==> src/rtl/rs232_tx_arbiter_if.sv <==
// Requester-side byte handshake plus transmitter-side control for the RS232 arbiter.
// Requesters: req_valid/req_ready per lane, a byte loads on the edge where both are 1.
interface rs232_tx_arbiter_if #(
    parameter int NREQ = 4
);
    logic [NREQ-1:0]   req_valid;
    logic [8*NREQ-1:0] req_data;
    logic [NREQ-1:0]   req_lock;
    logic [NREQ-1:0]   req_ready;
    logic              cfg_fsel;
    logic              tx_start;
    logic [7:0]        tx_data;
    logic              tx_fsel;
    logic              tx_rdy;
    logic              busy;
    logic [2:0]        grant_id;
    logic              locked;

    modport slave (
        input  req_valid, req_data, req_lock, cfg_fsel, tx_rdy,
        output req_ready, tx_start, tx_data, tx_fsel, busy, grant_id, locked
    );

    modport master (
        output req_valid, req_data, req_lock, cfg_fsel, tx_rdy,
        input  req_ready, tx_start, tx_data, tx_fsel, busy, grant_id, locked
    );
endinterface

==> src/rtl/rs232_tx_arbiter.sv <==
// Round-robin arbiter sharing one RS232 byte transmitter between NREQ requesters,
// with per-requester line lock and an idle timeout that force-releases a stale lock.
module rs232_tx_arbiter #(
    parameter int NREQ      = 4,
    parameter int LOCK_IDLE = 4096
) (
    input  logic                clk,
    input  logic                rst,
    rs232_tx_arbiter_if.slave   bus,
    output logic [1:0]          fsm_state
);

    localparam int CW = $clog2(LOCK_IDLE + 1);

    typedef enum logic [1:0] {
        S_IDLE   = 2'd0,
        S_ISSUE  = 2'd1,
        S_WAITLO = 2'd2,
        S_WAITHI = 2'd3
    } state_t;

    state_t          state_q;
    state_t          state_d;
    logic [NREQ-1:0] hold_valid;
    logic [NREQ-1:0] hold_lock;
    logic [7:0]      hold_data [NREQ];
    logic [2:0]      rr_ptr;
    logic [2:0]      owner;
    logic [2:0]      grant_q;
    logic            locked_q;
    logic [CW-1:0]   lock_cnt;
    logic [7:0]      tx_data_q;
    logic            tx_fsel_q;

    logic            cand_found;
    logic [2:0]      cand_idx;
    logic [7:0]      cand_data;
    logic            grant_lock;
    logic            owner_full;
    logic            issue_go;
    int              scan_idx;

    // Winner search: walk from rr_ptr upward with wrap; smallest distance wins,
    // so the loop runs from the farthest slot down and lets nearer hits override.
    always_comb begin
        cand_found = 1'b0;
        cand_idx   = 3'd0;
        scan_idx   = 0;
        if (locked_q) begin
            for (int i = 0; i < NREQ; i++) begin
                if (owner == 3'(i) && hold_valid[i]) begin
                    cand_found = 1'b1;
                    cand_idx   = 3'(i);
                end
            end
        end else begin
            for (int k = NREQ - 1; k >= 0; k--) begin
                scan_idx = int'(rr_ptr) + k;
                if (scan_idx >= NREQ) scan_idx = scan_idx - NREQ;
                for (int i = 0; i < NREQ; i++) begin
                    if (scan_idx == i && hold_valid[i]) begin
                        cand_found = 1'b1;
                        cand_idx   = 3'(i);
                    end
                end
            end
        end
    end

    always_comb begin
        cand_data  = 8'd0;
        grant_lock = 1'b0;
        owner_full = 1'b0;
        for (int i = 0; i < NREQ; i++) begin
            if (cand_idx == 3'(i)) cand_data = hold_data[i];
            if (grant_q == 3'(i))  grant_lock = hold_lock[i];
            if (owner == 3'(i))    owner_full = hold_valid[i];
        end
    end

    always_ff @(posedge clk or posedge rst) begin
        if (rst) state_q <= S_IDLE;
        else     state_q <= state_d;
    end

    // WAITLO never restarts the transmitter: any start there would reload its shifter.
    always_comb begin
        state_d  = state_q;
        issue_go = 1'b0;
        case (state_q)
            S_IDLE: begin
                if (bus.tx_rdy && cand_found) begin
                    issue_go = 1'b1;
                    state_d  = S_ISSUE;
                end
            end
            S_ISSUE:  state_d = S_WAITLO;
            S_WAITLO: if (!bus.tx_rdy) state_d = S_WAITHI;
            S_WAITHI: if (bus.tx_rdy)  state_d = S_IDLE;
            default:  state_d = S_IDLE;
        endcase
    end

    // Ready is low while full, so a load and the issue-clear never hit the same lane.
    always_ff @(posedge clk or posedge rst) begin
        if (rst) begin
            hold_valid <= '0;
            hold_lock  <= '0;
            for (int i = 0; i < NREQ; i++) hold_data[i] <= 8'd0;
        end else begin
            for (int i = 0; i < NREQ; i++) begin
                if (state_q == S_ISSUE && grant_q == 3'(i)) begin
                    hold_valid[i] <= 1'b0;
                end else if (bus.req_valid[i] && !hold_valid[i]) begin
                    hold_valid[i] <= 1'b1;
                    hold_data[i]  <= bus.req_data[8*i +: 8];
                    hold_lock[i]  <= bus.req_lock[i];
                end
            end
        end
    end

    always_ff @(posedge clk or posedge rst) begin
        if (rst) begin
            grant_q   <= 3'd0;
            rr_ptr    <= 3'd0;
            owner     <= 3'd0;
            locked_q  <= 1'b0;
            lock_cnt  <= '0;
            tx_data_q <= 8'd0;
            tx_fsel_q <= 1'b0;
        end else begin
            if (state_q == S_IDLE) tx_fsel_q <= bus.cfg_fsel;
            if (issue_go) begin
                grant_q   <= cand_idx;
                tx_data_q <= cand_data;
            end
            if (state_q == S_ISSUE) begin
                rr_ptr   <= (grant_q == 3'(NREQ - 1)) ? 3'd0 : grant_q + 3'd1;
                locked_q <= grant_lock;
                owner    <= grant_q;
                lock_cnt <= '0;
            end else if (state_q == S_IDLE && locked_q && !owner_full) begin
                // Owner has gone quiet on an idle line: count toward force-release.
                if (lock_cnt == CW'(LOCK_IDLE - 1)) begin
                    locked_q <= 1'b0;
                    lock_cnt <= '0;
                end else begin
                    lock_cnt <= lock_cnt + CW'(1);
                end
            end
        end
    end

    assign bus.req_ready = ~hold_valid;
    assign bus.tx_start  = (state_q == S_ISSUE);
    assign bus.tx_data   = tx_data_q;
    assign bus.tx_fsel   = tx_fsel_q;
    assign bus.busy      = (state_q != S_IDLE) || (|hold_valid);
    assign bus.grant_id  = grant_q;
    assign bus.locked    = locked_q;
    assign fsm_state     = state_q;

endmodule

==> src/flat_wrapper.sv <==
// flat-port wrapper written by rule: the top's interface ports become plain ports
module rs232_tx_arbiter_flat 
#(
    parameter int NREQ      = 4,
    parameter int LOCK_IDLE = 4096
)
  (clk, rst, fsm_state, bus_req_valid, bus_req_data, bus_req_lock, bus_cfg_fsel, bus_tx_rdy, bus_req_ready, bus_tx_start, bus_tx_data, bus_tx_fsel, bus_busy, bus_grant_id, bus_locked);
  rs232_tx_arbiter_if #(.NREQ(NREQ)) bus_i ();
  input  logic clk;
  input  logic rst;
  output logic [1:0] fsm_state;
  input wire logic [$bits(bus_i.req_valid)-1:0] bus_req_valid;
  input wire logic [$bits(bus_i.req_data)-1:0] bus_req_data;
  input wire logic [$bits(bus_i.req_lock)-1:0] bus_req_lock;
  input wire logic [$bits(bus_i.cfg_fsel)-1:0] bus_cfg_fsel;
  input wire logic [$bits(bus_i.tx_rdy)-1:0] bus_tx_rdy;
  output wire logic [$bits(bus_i.req_ready)-1:0] bus_req_ready;
  output wire logic [$bits(bus_i.tx_start)-1:0] bus_tx_start;
  output wire logic [$bits(bus_i.tx_data)-1:0] bus_tx_data;
  output wire logic [$bits(bus_i.tx_fsel)-1:0] bus_tx_fsel;
  output wire logic [$bits(bus_i.busy)-1:0] bus_busy;
  output wire logic [$bits(bus_i.grant_id)-1:0] bus_grant_id;
  output wire logic [$bits(bus_i.locked)-1:0] bus_locked;
  assign bus_i.req_valid = bus_req_valid;
  assign bus_i.req_data = bus_req_data;
  assign bus_i.req_lock = bus_req_lock;
  assign bus_i.cfg_fsel = bus_cfg_fsel;
  assign bus_i.tx_rdy = bus_tx_rdy;
  assign bus_req_ready = bus_i.req_ready;
  assign bus_tx_start = bus_i.tx_start;
  assign bus_tx_data = bus_i.tx_data;
  assign bus_tx_fsel = bus_i.tx_fsel;
  assign bus_busy = bus_i.busy;
  assign bus_grant_id = bus_i.grant_id;
  assign bus_locked = bus_i.locked;
  rs232_tx_arbiter #(.NREQ(NREQ), .LOCK_IDLE(LOCK_IDLE)) u_core (.clk(clk), .rst(rst), .bus(bus_i), .fsm_state(fsm_state));
endmodule
==> config.mk <==
export PLATFORM = sky130hd
export DESIGN_NAME = rs232_tx_arbiter_flat
export DESIGN_NICKNAME = d
export VERILOG_FILES = /design/src/rtl/rs232_tx_arbiter_if.sv /design/src/rtl/rs232_tx_arbiter.sv /design/src/flat_wrapper.sv
export SDC_FILE = /design/constraint.sdc
export NUM_CORES = 1
export LEC_CHECK = 0
export ABC_CLOCK_PERIOD_IN_PS = 3650
export CAP_MARGIN = 10
export CORE_MARGIN = 3
export CORE_UTILIZATION = 47
export DETAILED_ROUTE_END_ITERATION = 10
export PLACE_DENSITY = 0.73
export SKIP_CTS_REPAIR_TIMING = 1
export SYNTH_ARGS = -nofsm -noshare
export SYNTH_HDL_FRONTEND = slang
export SYNTH_SLANG_ARGS = --single-unit
export TNS_END_PERCENT = 20
==> constraint.sdc <==
create_clock -name clk -period 3.65 [get_ports clk]
set_input_delay 0.73 -clock clk [delete_from_list [all_inputs] [get_ports clk]]
set_output_delay 0.73 -clock clk [all_outputs]
set_load 0.005 [all_outputs]
Word-level counts from Yosys, hierarchy flattened
Cells that the tools add are included.
{ "classes": {"n_addsub": 9, "magnitude_cmp": 4, "eq_ne": 28, "n_mux": 81, "bitwise": 5, "n_reduce_logical": 59} }
{ "op_table": {"columns": ["op", "n"], "rows": [
  ["equality test 32 x 3 -> 1 bit, second input constant", 8],
  ["two-way mux 32 bit", 8],
  ["equality test 32 x 2 -> 1 bit, second input constant", 4],
  ["logical NOT 32 bit", 4],
  [">= comparator 32 x 4 -> 1 bit, second input constant", 3],
  ["subtractor 32 x 4 -> 32 bit, second input constant", 3],
  ["two-way mux 1 bit", 44],
  ["two-way mux 13 bit", 3],
  ["two-way mux 2 bit", 19],
  ["two-way mux 8 bit", 4],
  ["logical AND 1 bit", 31],
  ["equality test 3 x 2 -> 1 bit, second input constant", 6],
  ["nonzero test 2 bit", 7],
  ["adder 13 x 1 -> 13 bit, second input constant", 1],
  ["equality test 13 x 12 -> 1 bit, second input constant", 1],
  ["AND reduction 2 bit", 5],
  ["equality test 3 x 1 -> 1 bit, second input constant", 3],
  ["logical NOT 3 bit", 3],
  ["adder 3 x 2 -> 4 bit, second input constant", 2],
  ["one-hot mux 2 bit (4 select lines)", 1],
  ["two-way mux 3 bit", 2],
  ["logical NOT 1 bit", 5],
  ["adder 3 x 1 -> 4 bit, second input constant", 1],
  ["equality test 2 bit, second input constant", 2],
  ["other kinds (12)", 16]
]} }
{ "totals": {"ff_bits": 74, "output_inout_bits": 21} }

Depth between registers and ports, before layout
Gate-level depths: netlist of run 1.
{ "depth": {"depth_word": 27, "mapped_depth": 9} }

Worst setup path before layout of run 1
OpenSTA, ideal clock, no wires.
{ "synth_timing": {"path_type": "register -> register", "from": "register u_core.rr_ptr[0]", "to": "register u_core.tx_data_q[0] (netlist: u_core.bus.tx_data[0])", "arrival_ns": 1.825, "required_time_ns": 3.525, "slack_ns": 1.700, "path_stages_with_launch": 9, "path_buffers": 2, "period_less_slack_ns": 1.950, "path_cell_list": "dfrtp_1 > buf_4 > mux2_1 > a21oi_1 > nor2b_2 > a221oi_2 > and2_1 > buf_6 > mux2_4"} }
{ "synth_via": {"elab_chain_cells": 27} }
{ "synth_rtl": {"columns": ["item", "line", "text"], "rows": [
  ["from (decl)", "rs232_tx_arbiter.sv:27", "logic [2:0] rr_ptr;"],
  ["from (signal assigned)", "rs232_tx_arbiter.sv:139", "rr_ptr <= (grant_q == 3'(NREQ - 1)) ? 3'd0 : grant_q + 3'd1;"],
  ["adder 3 x 2 -> 4 bit", "rs232_tx_arbiter.sv:58", "scan_idx = int'(rr_ptr) + k;"],
  ["subtractor 32 x 4 -> 32 bit / >= comparator 32 x 4 -> 1 bit (equally long branches)", "rs232_tx_arbiter.sv:59", "if (scan_idx >= NREQ) scan_idx = scan_idx - NREQ;"],
  ["two-way mux 32 bit", "rs232_tx_arbiter.sv:59", null],
  ["two-way mux 32 bit", "rs232_tx_arbiter.sv:49", "if (locked_q) begin"],
  ["equality test 32 x 2 -> 1 bit", "rs232_tx_arbiter.sv:61", "if (scan_idx == i && hold_valid[i]) begin"],
  ["logical AND 1 bit", "rs232_tx_arbiter.sv:61", null],
  ["two-way mux 1 bit", "rs232_tx_arbiter.sv:61", null],
  ["two-way mux 2 bit (14 in series)", "rs232_tx_arbiter.sv:61", null],
  ["two-way mux 3 bit", "rs232_tx_arbiter.sv:49", null],
  ["logical NOT 3 bit", "rs232_tx_arbiter.sv:75", "if (cand_idx == 3'(i)) cand_data = hold_data[i];"],
  ["two-way mux 8 bit (4 in series)", "rs232_tx_arbiter.sv:75", null],
  ["to (signal assigned)", "rs232_tx_arbiter.sv:136", "tx_data_q <= cand_data;"],
  ["to (decl)", "rs232_tx_arbiter.sv:32", "logic [7:0] tx_data_q;"]
]} }
Parallel ways exist; a longest one is shown, timed or not. The select of a mux whose other input is x is not followed.
A chain may end at the register's enable or synchronous reset.

Worst setup path after layout of run 1
{ "layout_timing": {"from": "register u_core.state_q[0] (netlist: u_core.fsm_state[0])", "to": "output bus_busy"} }
{ "layout_via": {"elab_chain_cells": 2} }
{ "layout_rtl": {"columns": ["item", "line", "text"], "rows": [
  ["from (decl)", "rs232_tx_arbiter.sv:22", "state_t state_q;"],
  ["from (signal assigned)", "rs232_tx_arbiter.sv:83", "else state_q <= state_d;"],
  ["nonzero test 2 bit", "rs232_tx_arbiter.sv:159", "assign bus.busy = (state_q != S_IDLE) || (|hold_valid);"],
  ["logical OR 1 bit", "rs232_tx_arbiter.sv:159", null],
  ["to (decl)", "flat_wrapper.sv:21", "output wire logic [$bits(bus_i.busy)-1:0] bus_busy;"]
]} }
Every way passes these cells.

==> reports/qor.yml, run 1 <==
worst_setup_path:
  critPathTopFamily: "buffers and inverters"
  critPathLaunchType: "register"
  crit_type: "register to output pin"
  path_cells: "inv_1 -> ha_1 -> nand2_1 -> clkdlybuf4s50_1"
  crit_buf_inv: 2
  critPathArrivalTime_ps: 1840
  worst_ep_required_time_ps: 2920
  slowest_delay_ps: 460
  critPathMaxFanout: 8
  end_kind: "output pin"
  crit_slowest_cell: "clkdlybuf4s50_1"
synth:
  synth_seq_cells: 71
  synth_area_mm2: 0.00361
  synth_warnings: 0
  ys.flop_type: "dfrtp_1"
  synth_top_family_by_area: "multiplexers"
  synthAdderAreaFrac_pct: 3.47
  synthXorXnorAreaFrac_pct: 0.243
  netlist_instances: 297
  synth-edff-count: 0
  yosysUniqueCellTypes: 48
  netlist.top_cell.by_area: "dfrtp_1"
  postSynth.asyncResetShare_pct: 100
  synth_nets: 351
  synth_top_area_share_pct: 49.2
  yosys-top-cells-area: "dfrtp_1 (49%), mux2_2 (13%), mux2i_1 (8.0%), ha_1 (3.5%), mux2_4 (3.3%)"
  synth_compound_area_share_pct: 9.50
  yosys.area_share.simple_pct: 7.70
  synthMuxAreaShare_pct: 25.1
  yosysSeqAreaShare_pct: 49.2
  avgSynthCellArea_um2: 12.1
detailed_routing:
  wl_mm: 7.49
  vias: 2478
  first_pass_iters: 4
  detail_route.wl_per_cell_um: 16.1
  via_per_inst: 5.33
  drtIter0Drc: 120
  antenna_left: 0
  drc: 0
place:
  dpl_cell_area_mm2: 0.00429
  finalWeightedCongestion: 0.880
  portBuffers: 63
  dp_hpwl_mm: 5.49
clocking:
  clockBufferDepth: 2
  clockRootBuffer: "clkbuf_8"
  h-tree-depth: 3
  clk_pin_slew_ps: 80
  cts-buffers-inserted: 9
  cts_sinks: 71
  cts_tree: "done"
  clock_latency_ps: 350
pwr:
  peakVddDrop_mv: 0.479
  cellPowerDensity_mw_per_mm2: 860
  leakage_uw: 0.00203
timing:
  fin_skew_ps: 6.60
  rsz0062_at_grt: "false"
  fin_setup_tns_ps: 0
  hold_ws_ps: 490
  slew_headroom_pct: 59.5
  max_slew.worst_pin.slew_ps: 607
  final-setup-viol-count: 0
  slew_viol_final: 0
  hold_viol_final: 0
  period_share_pct: 70.5
  period_needed_ps: 2570
  timing.fmax_mhz: 389
die:
  ios: 65
  die-height_um: 93.6
  rows: 31
  die_x_um: 93.6
  start_util_pct: 49.0
  core_area_mm2: 0.00737
  die-area_mm2: 0.00876
outcome:
  status: "complete, no violations"
final_layout:
  drive_gt1_share_pct: 22.4
  n_fill_cell: 620
  final_cell_mix: "dfrtp_1 (71), clkdlybuf4s50_1 (63), mux2_2 (43)"
  final_common_cell: "dfrtp_1"
  seq_area_mm2: 0.00178
  diodes: 0
  final_cell_area_mm2: 0.00449
  nets: 415
  post-route-util_pct: 60.9
  multi_input_area_mm2: 0.00166
  area_growth_pct: 24.4
grt:
  grt_pass1_wl_mm: 12.0
  antenna_found_initial: 0
  grt_pass1_vias: 2366
  globalRoute.totalOverflow: 0
  grt_max_degree: 31
  grt_usage_pct: 18.0
worst_hold_path:
  hold_path.class: "register to register"
flow_run:
  cap_violations: 0
sequential cells by signal, summed over array words and instances, names as in the netlist:
| name | flops |
|---|---|
| u_core.bus.grant_id | 2 |
| u_core.bus.tx_fsel | 1 |
| u_core.owner | 2 |
| u_core.hold_valid | 4 |
| u_core.bus.tx_data | 8 |
| u_core.bus.locked | 1 |
| u_core.lock_cnt | 13 |
| u_core.hold_lock | 4 |
| u_core.hold_data | 32 |
| u_core.fsm_state | 2 |
| u_core.rr_ptr | 2 |
cell type report:
cell class | count | area share, %
sequential | 71 | 39.6
clock inverter | 7 | 1.78
multi-input combinational | 197 | 37.1
clock buffer | 9 | 2.76
timing repair buffer | 68 | 14.9
inverter | 14 | 1.17
tap | 99 | 2.76
kinds of logic (layout without fill, tap and decap cells):
family / after synthesis / in the layout
compound gates: 52 / 52
xor+xnor: 1 / 1
fa+ha+maj: 10 / 10
buf+inv: 29 / 98
flops: 71 / 71
mux: 81 / 81
other cells: 1 / 1
simple gates: 52 / 52
cells in the mapped netlist (2+ instances only):
cell type  number
inv_1          13
buf_6           4
a21oi_1         8
and2_1          2
a31oi_1         4
o22ai_1         3
buf_2           2
nand3_1         9
nor3_1          2
and3_1          6
a22o_1          2
ha_1           10
mux2_4          8
nor2_1          5
o21ai_0        21
dfrtp_1        71
mux2i_1        29
nand2_1        14
buf_4           4
mux2_2         43
nand4_1         4
o21a_1          5
clkbuf_1        3
per-layer routing:
layer	track usage (%)	routed length [um]	share of wire [%]	up-vias
li1	-	-	-	1202
met1	23.6	3390	45	1229
met2	28.8	3750	50	39
met3	4.99	266	3.6	8
met4	6.14	92	1.2	0
met5	0	0	0	-
stage by stage:
step / cells / total power (uW) / worst slack [ps]
after floorplan: 297 / 2720 / 1120
after global placement: 449 / 3180 / 1080
after detailed placement: 449 / 3240 / 1030
after CTS: 465 / 3900 / 1040
after global routing: 465 / 4110 / 936
final: 465 / 3860 / 1080
worst paths after layout:
check | start | to | slack, ps | cells after the start
worst max-delay path | u_core.fsm_state[0] | bus_busy | 1080 | 4
worst min-delay path | u_core.lock_cnt[9] | u_core.lock_cnt[9] | 490 | 1
min in group asynchronous | rst | u_core.lock_cnt[1] | 770 | 2
worst min register to register | u_core.lock_cnt[9] | u_core.lock_cnt[9] | 490 | 1
worst max register to register | u_core.rr_ptr[1] | u_core.bus.tx_data[6] | 1260 | 6
max in group asynchronous | rst | u_core.hold_data[26] | 2130 | 3
power by group:
group,internal [uW],switching (uW)
Clock,324,332
Sequential,1130,291
Combinational,1010,778
Total,2460,1400
Note: power is estimated with default switching activity, not from simulation.
==> inputs of run 2 (changes only) <==
- ABC_CLOCK_PERIOD_IN_PS: 3650 -> 2400
- clock period: 3.65 -> 2.4 ns (I/O delays scaled with it)
==> run 2 against run 1 <==
Critical path depth decreased by 1. Flip-flop and latch count unchanged. Total power increased by 56%. Largest power group unchanged.
==> reports/qor.yml, run 2 (synthesis results as in run 1) <==
clocking:
  clk_pin_slew_ps: 90  # about the same
  h-tree-depth: 3  # unchanged
  clockRootBuffer: "clkbuf_8"
  clock_latency_ps: 350  # about the same
  cts_sinks: 71  # unchanged
  cts_tree: "done"
  cts-buffers-inserted: 9  # unchanged
  clockBufferDepth: 2  # unchanged
final_layout:
  largest_reg_flops: 32  # unchanged
  final_common_cell: "dfrtp_1"
  n_fill_cell: 615  # -0.81%
  final_cell_area_mm2: 0.00455  # +1.4%
  multi_input_area_mm2: 0.00167  # +0.30%
  area_growth_pct: 26.2
  post-route-util_pct: 61.8  # +0.87 points
  stdcell_count: 468  # +0.65%
  seq_area_mm2: 0.00178  # unchanged
  final_cell_mix: "dfrtp_1 (71), clkdlybuf4s50_1 (63), mux2_2 (43)"
  nets: 418  # +0.72%
  diodes: 0  # unchanged
  drive_gt1_share_pct: 23.6  # +1.2 points
  regMostFlops: "u_core.hold_data"
place:
  place_inst: 452  # +0.67%
  dp_hpwl_mm: 5.79  # +5.4%
  finalWeightedCongestion: 0.837  # -4.9%
  portBuffers: 63  # unchanged
  dpl_cell_area_mm2: 0.00432  # +0.82%
flow_run:
  cap_violations: 0  # unchanged
outcome:
  status: "complete, no violations"
grt:
  grt_max_degree: 51  # +65%
  grt_usage_pct: 19.0  # +0.97 points
  grt_pass1_wl_mm: 12.8  # +7.0%
  globalRoute.totalOverflow: 0  # unchanged
  grt_pass1_vias: 2499  # +5.6%
  antenna_found_initial: 0  # unchanged
timing:
  period_share_pct: 93.3
  rsz0062_at_grt: "false"
  hold_viol_final: 0  # unchanged
  hold_ws_ps: 383  # -108 ps
  slew_headroom_pct: 62.8  # +3.3 points
  final-setup-viol-count: 0  # unchanged
  period_needed_ps: 2240
  slew_viol_final: 0  # unchanged
  max_slew.worst_pin.slew_ps: 556  # -50.5 ps
  timing.fmax_mhz: 447
  fin_skew_ps: 10.8  # +4.20 ps
pwr:
  p_switching_uw: 2120  # +51%
  p_total_uw: 6010  # +56%
  cellPowerDensity_mw_per_mm2: 1320  # +54%
  peakVddDrop_mv: 0.625  # +30%
  pwr-share-seq_pct: 36.8  # about the same
  swShare_pct: 35.3  # -1.0 points
  leakage_uw: 0.00207  # +1.7%
  intPower_uw: 3890  # +58%
  share_comb_of_total_power_pct: 45.3  # -0.9 points
  clkPwrFrac_pct: 17.9  # +0.9 points
worst_setup_path:
  path_cells: "inv_1 -> ha_2 -> clkdlybuf4s50_1"
  path_depth: 3  # -1
  critPathTopFamily: "buffers and inverters"
  critPathLaunchType: "register"
  worst_ep_required_time_ps: 1920  # -1000 ps
  slowest_delay_ps: 550  # +90 ps
  critPathArrivalTime_ps: 1760  # -80 ps
  rr_worst_depth: 7  # +1
  end_kind: "output pin"
  reg2reg_slack_ps: 210  # -1050 ps
  crit_slowest_cell: "clkdlybuf4s50_1"
  critPathMaxFanout: 10  # +2
  crit_type: "register to output pin"
  crit_buf_inv: 2  # unchanged
detailed_routing:
  drtIter0Drc: 128  # +6.7%
  drc: 0  # unchanged
  vias: 2507  # +1.2%
  wl_mm: 7.80  # +4.2%
  first_pass_iters: 4  # unchanged
  via_per_inst: 5.36  # +0.52%
  antenna_left: 0  # unchanged
  detail_route.wl_per_cell_um: 16.7  # +3.5%
die:
  ios: 65  # unchanged
  die-area_mm2: 0.00876  # unchanged
  die-height_um: 93.6  # unchanged
  rows: 31  # unchanged
  core_area_mm2: 0.00737  # unchanged
  start_util_pct: 49.0  # unchanged
  die_x_um: 93.6  # unchanged
worst_hold_path:
  hold_path.class: "primary input to asynchronous set/reset pin"
==> run 2: cell count changes in the layout (fill, tap and decap cells not counted), sizes merged <==
cell      change
clkinvlp      -2
inv           -1
buf           +3
bufinv        +1
clkinv        +2
==> run 2: worst paths after layout <==
path,start,endpoint
max,u_core.fsm_state[1],bus_tx_start
min,rst,u_core.hold_data[6]
max reg2reg,u_core.hold_valid[3],u_core.bus.tx_data[2]
min reg2reg,u_core.lock_cnt[9],u_core.lock_cnt[9]
max in group asynchronous,rst,u_core.hold_data[17]
min in group clk,u_core.lock_cnt[9],u_core.lock_cnt[9]
==> run 2: layer usage <==
| layer | vias up | GRT usage (%) | part of all wire [%] |
|---|---|---|---|
| li1 | 1191 | - | - |
| met2 | 55 | 29.8 | 48 |
| met5 | - | 0 | 0 |
| met4 | 0 | 6.86 | 1.8 |
| met1 | 1250 | 26.3 | 47 |
| met3 | 11 | 3.30 | 3.6 |
==> run 2: final cells by class <==
class	count	area share, %
Clock buffer	9	2.72
Timing Repair Buffer	71	15.4
Clock inverter	7	2.28
Inverter	14	1.15
Tap cell	99	2.72
Sequential cell	71	39.0
Multi-Input combinational cell	197	36.7
==> run 2: power by group through the flow <==
stage                     Sequential (uW)  Clock (uW)  Combinational (uW)
after floorplan                      2000           0                2140
after global placement               2220           0                2670
after detailed placement             2220           0                2740
after CTS                            2210        1110                2750
after global routing                 2290        1150                3000
final                                2210        1080                2720
==> run 2: metrics by stage <==
step,setup WS (ps),TNS [ps]
after floorplan,123,0
after global placement,230,0
after detailed placement,216,0
after CTS,-10.5,-10.5
after global routing,33.0,0
final,161,0
==> run 2: worst register-to-register path, cell delays in order (launching register included) <==
cell and delay, ps:
dfrtp_1 540, mux2_1 190, a21oi_1 90, nor2b_2 190, a221oi_2 380, and2_1 180
buf_4 210, mux2_4 320
==> inputs of run 3 (changes only) <==
- CORE_ASPECT_RATIO: default -> 1.5
==> run 3 against run 2 <==
Hold slack improved by 96 ps. Fmax decreased by 1.9%. Final area increased by 1.8%. Register-to-register slack got worse by 40 ps. Sequential power about the same. Global-route usage increased by 1.4 points. Clock power increased by 19%. Die area increased by 0.25%. Combinational power increased by 3%. Clock skew about the same. Highest routed layer unchanged.
==> reports/qor.yml, run 3 (synthesis results as in run 1) <==
timing:
  hold_viol_final: 0  # unchanged
  max_slew.worst_pin.slew_ps: 597  # +40.6 ps
  rsz0062_at_grt: "true"
  period_share_pct: 95.1  # +1.8 points
  timing.fmax_mhz: 438  # -1.9%
  fin_skew_ps: 10.9  # +0.0914 ps
  fin_setup_tns_ps: 0  # unchanged
  final-setup-viol-count: 0  # unchanged
  slew_viol_final: 0  # unchanged
  slew_headroom_pct: 60.1  # -2.7 points
  period_needed_ps: 2280  # +43.3 ps
worst_setup_path:
  r2r-start: "u_core.rr_ptr[1]"
  reg2reg_to: "u_core.bus.tx_data[7]"
  worst_ep_required_time_ps: 1920  # about the same
  crit_buf_inv: 2  # unchanged
  path_cells: "inv_1 -> ha_2 -> clkdlybuf4s50_1"
  critPathLaunchType: "register"
  critPathTopFamily: "buffers and inverters"
  rr_worst_depth: 7  # unchanged
  end_kind: "output pin"
  crit_slowest_cell: "clkdlybuf4s50_1"
  reg2reg_slack_ps: 170  # -40 ps
  critPathArrivalTime_ps: 1800  # +40 ps
  crit_type: "register to output pin"
  slowest_delay_ps: 560  # about the same
  critPathMaxFanout: 10  # unchanged
place:
  portBuffers: 63  # unchanged
  dp_hpwl_mm: 6.19  # +6.9%
  finalWeightedCongestion: 0.844  # +0.85%
  dpl_cell_area_mm2: 0.00436  # +0.96%
outcome:
  status: "complete, no violations"
clocking:
  clockBufferDepth: 2  # unchanged
  cts_tree: "done"
  h-tree-depth: 3  # unchanged
  clockRootBuffer: "clkbuf_8"
  cts_sinks: 71  # unchanged
  clk_pin_slew_ps: 70  # -20 ps
  clock_latency_ps: 350  # about the same
  cts-buffers-inserted: 9  # unchanged
detailed_routing:
  detail_route.wl_per_cell_um: 17.8  # +6.9%
  drc: 0  # unchanged
  first_pass_iters: 4  # unchanged
  wl_mm: 8.40  # +7.6%
  antenna_left: 0  # unchanged
  via_per_inst: 5.48  # +2.3%
  vias: 2580  # +2.9%
  drtIter0Drc: 245  # +91%
final_layout:
  n_fill_cell: 595  # -3.3%
  seq_area_mm2: 0.00178  # unchanged
  diodes: 0  # unchanged
  final_common_cell: "dfrtp_1"
  final_cell_mix: "dfrtp_1 (71), clkdlybuf4s50_1 (63), mux2_2 (43)"
  nets: 420  # +0.48%
  regMostFlops: "u_core.hold_data"
  drive_gt1_share_pct: 23.7  # +0.14 points
  multi_input_area_mm2: 0.00167  # unchanged
  final_cell_area_mm2: 0.00464  # +1.8%
  largest_reg_flops: 32  # unchanged
  area_growth_pct: 28.5
grt:
  grt_pass1_vias: 2726  # +9.1%
  grt_pass1_wl_mm: 13.5  # +5.4%
  grt_max_degree: 24  # -53%
  grt_usage_pct: 20.3  # +1.4 points
  globalRoute.totalOverflow: 0  # unchanged
  antenna_found_initial: 0  # unchanged
pwr:
  p_total_uw: 6310  # +4.9%
  leakage_uw: 0.00210  # +1.8%
  cellPowerDensity_mw_per_mm2: 1360  # +3.0%
  peakVddDrop_mv: 0.885  # +42%
worst_hold_path:
  hold_path_end: "u_core.lock_cnt[9]"
  hold_path.class: "register to register"
  min_from: "u_core.lock_cnt[9]"
  hold_depth: 1
die:
  die-area_mm2: 0.00879  # +0.25%
  die-height_um: 113  # +21%
  core_area_mm2: 0.00737  # unchanged
  ios: 65  # unchanged
  die_x_um: 77.5  # -17%
  rows: 38  # +23%
  start_util_pct: 49.0  # unchanged
flow_run:
  cap_violations: 0  # unchanged
-- run 3: cell types whose count changed in the layout (fill, tap and decap cells not counted) --
cell,before,now
bufinv_16,2,4
clkbuf_1,0,1
buf_12,1,3
clkbuf_8,9,10
clkinv_4,3,1
inv_6,2,0
-- run 3: stage by stage --
stage          hold WS (ps)  std cells  utilization [%]  setup slack [ps]
6_report                479        471             62.9               118
3_3_place_gp            462        455             59.2               282
2_1_floorplan           443        297                -               123
5_1_grt                 499        471             62.9             -11.9
3_5_place_dp            468        455             59.2               222
4_1_cts                 481        471             62.9             -69.2
-- run 3: worst max path at each step --
stage	start	endpoint	slack [ps]	cells past startpoint
6_report	u_core.fsm_state[1]	bus_tx_start	120	3
5_1_grt	u_core.fsm_state[1]	bus_tx_start	-10	3
4_1_cts	u_core.fsm_state[1]	bus_tx_start	-70	3
3_5_place_dp	u_core.rr_ptr[1]	u_core.bus.tx_data[6]	220	7
3_3_place_gp	u_core.rr_ptr[0]	u_core.fsm_state[1]	280	6
2_1_floorplan	rst	u_core.bus.grant_id[0]	120	1
-- run 3: layer usage --
metal / wire (um) / global-route usage (%)
met1: 3130 / 21.9
met2: 4500 / 37.0
met3: 467 / 5.25
met4: 297 / 8.67
met5: 0 / 0
-- run 3: worst register-to-register path, cell delays in order (launching register included) --
cell and delay [ps]:
dfrtp_1 560, mux2i_1 240, o22ai_1 100, o32a_1 290
buf_4 230, mux2i_1 270, mux2i_1 140, mux2_4 280
-- run 3: power breakdown --
part	switching, uW	internal [uW]	total (uW)	leakage, uW
registers	498	1720	2220	0.000865
clock network	453	826	1280	0.000134
logic	1220	1590	2810	0.00110
total	2170	4140	6310	0.00210
-- run 3: cell type report --
class / instances / area share [%]
timing repair buffer: 73 / 16.0
sequential: 71 / 38.3
multi-input combinational: 197 / 36.0
inverter: 14 / 1.13
clock buffer: 11 / 3.05
tap: 100 / 2.70
clock inverter: 5 / 2.78
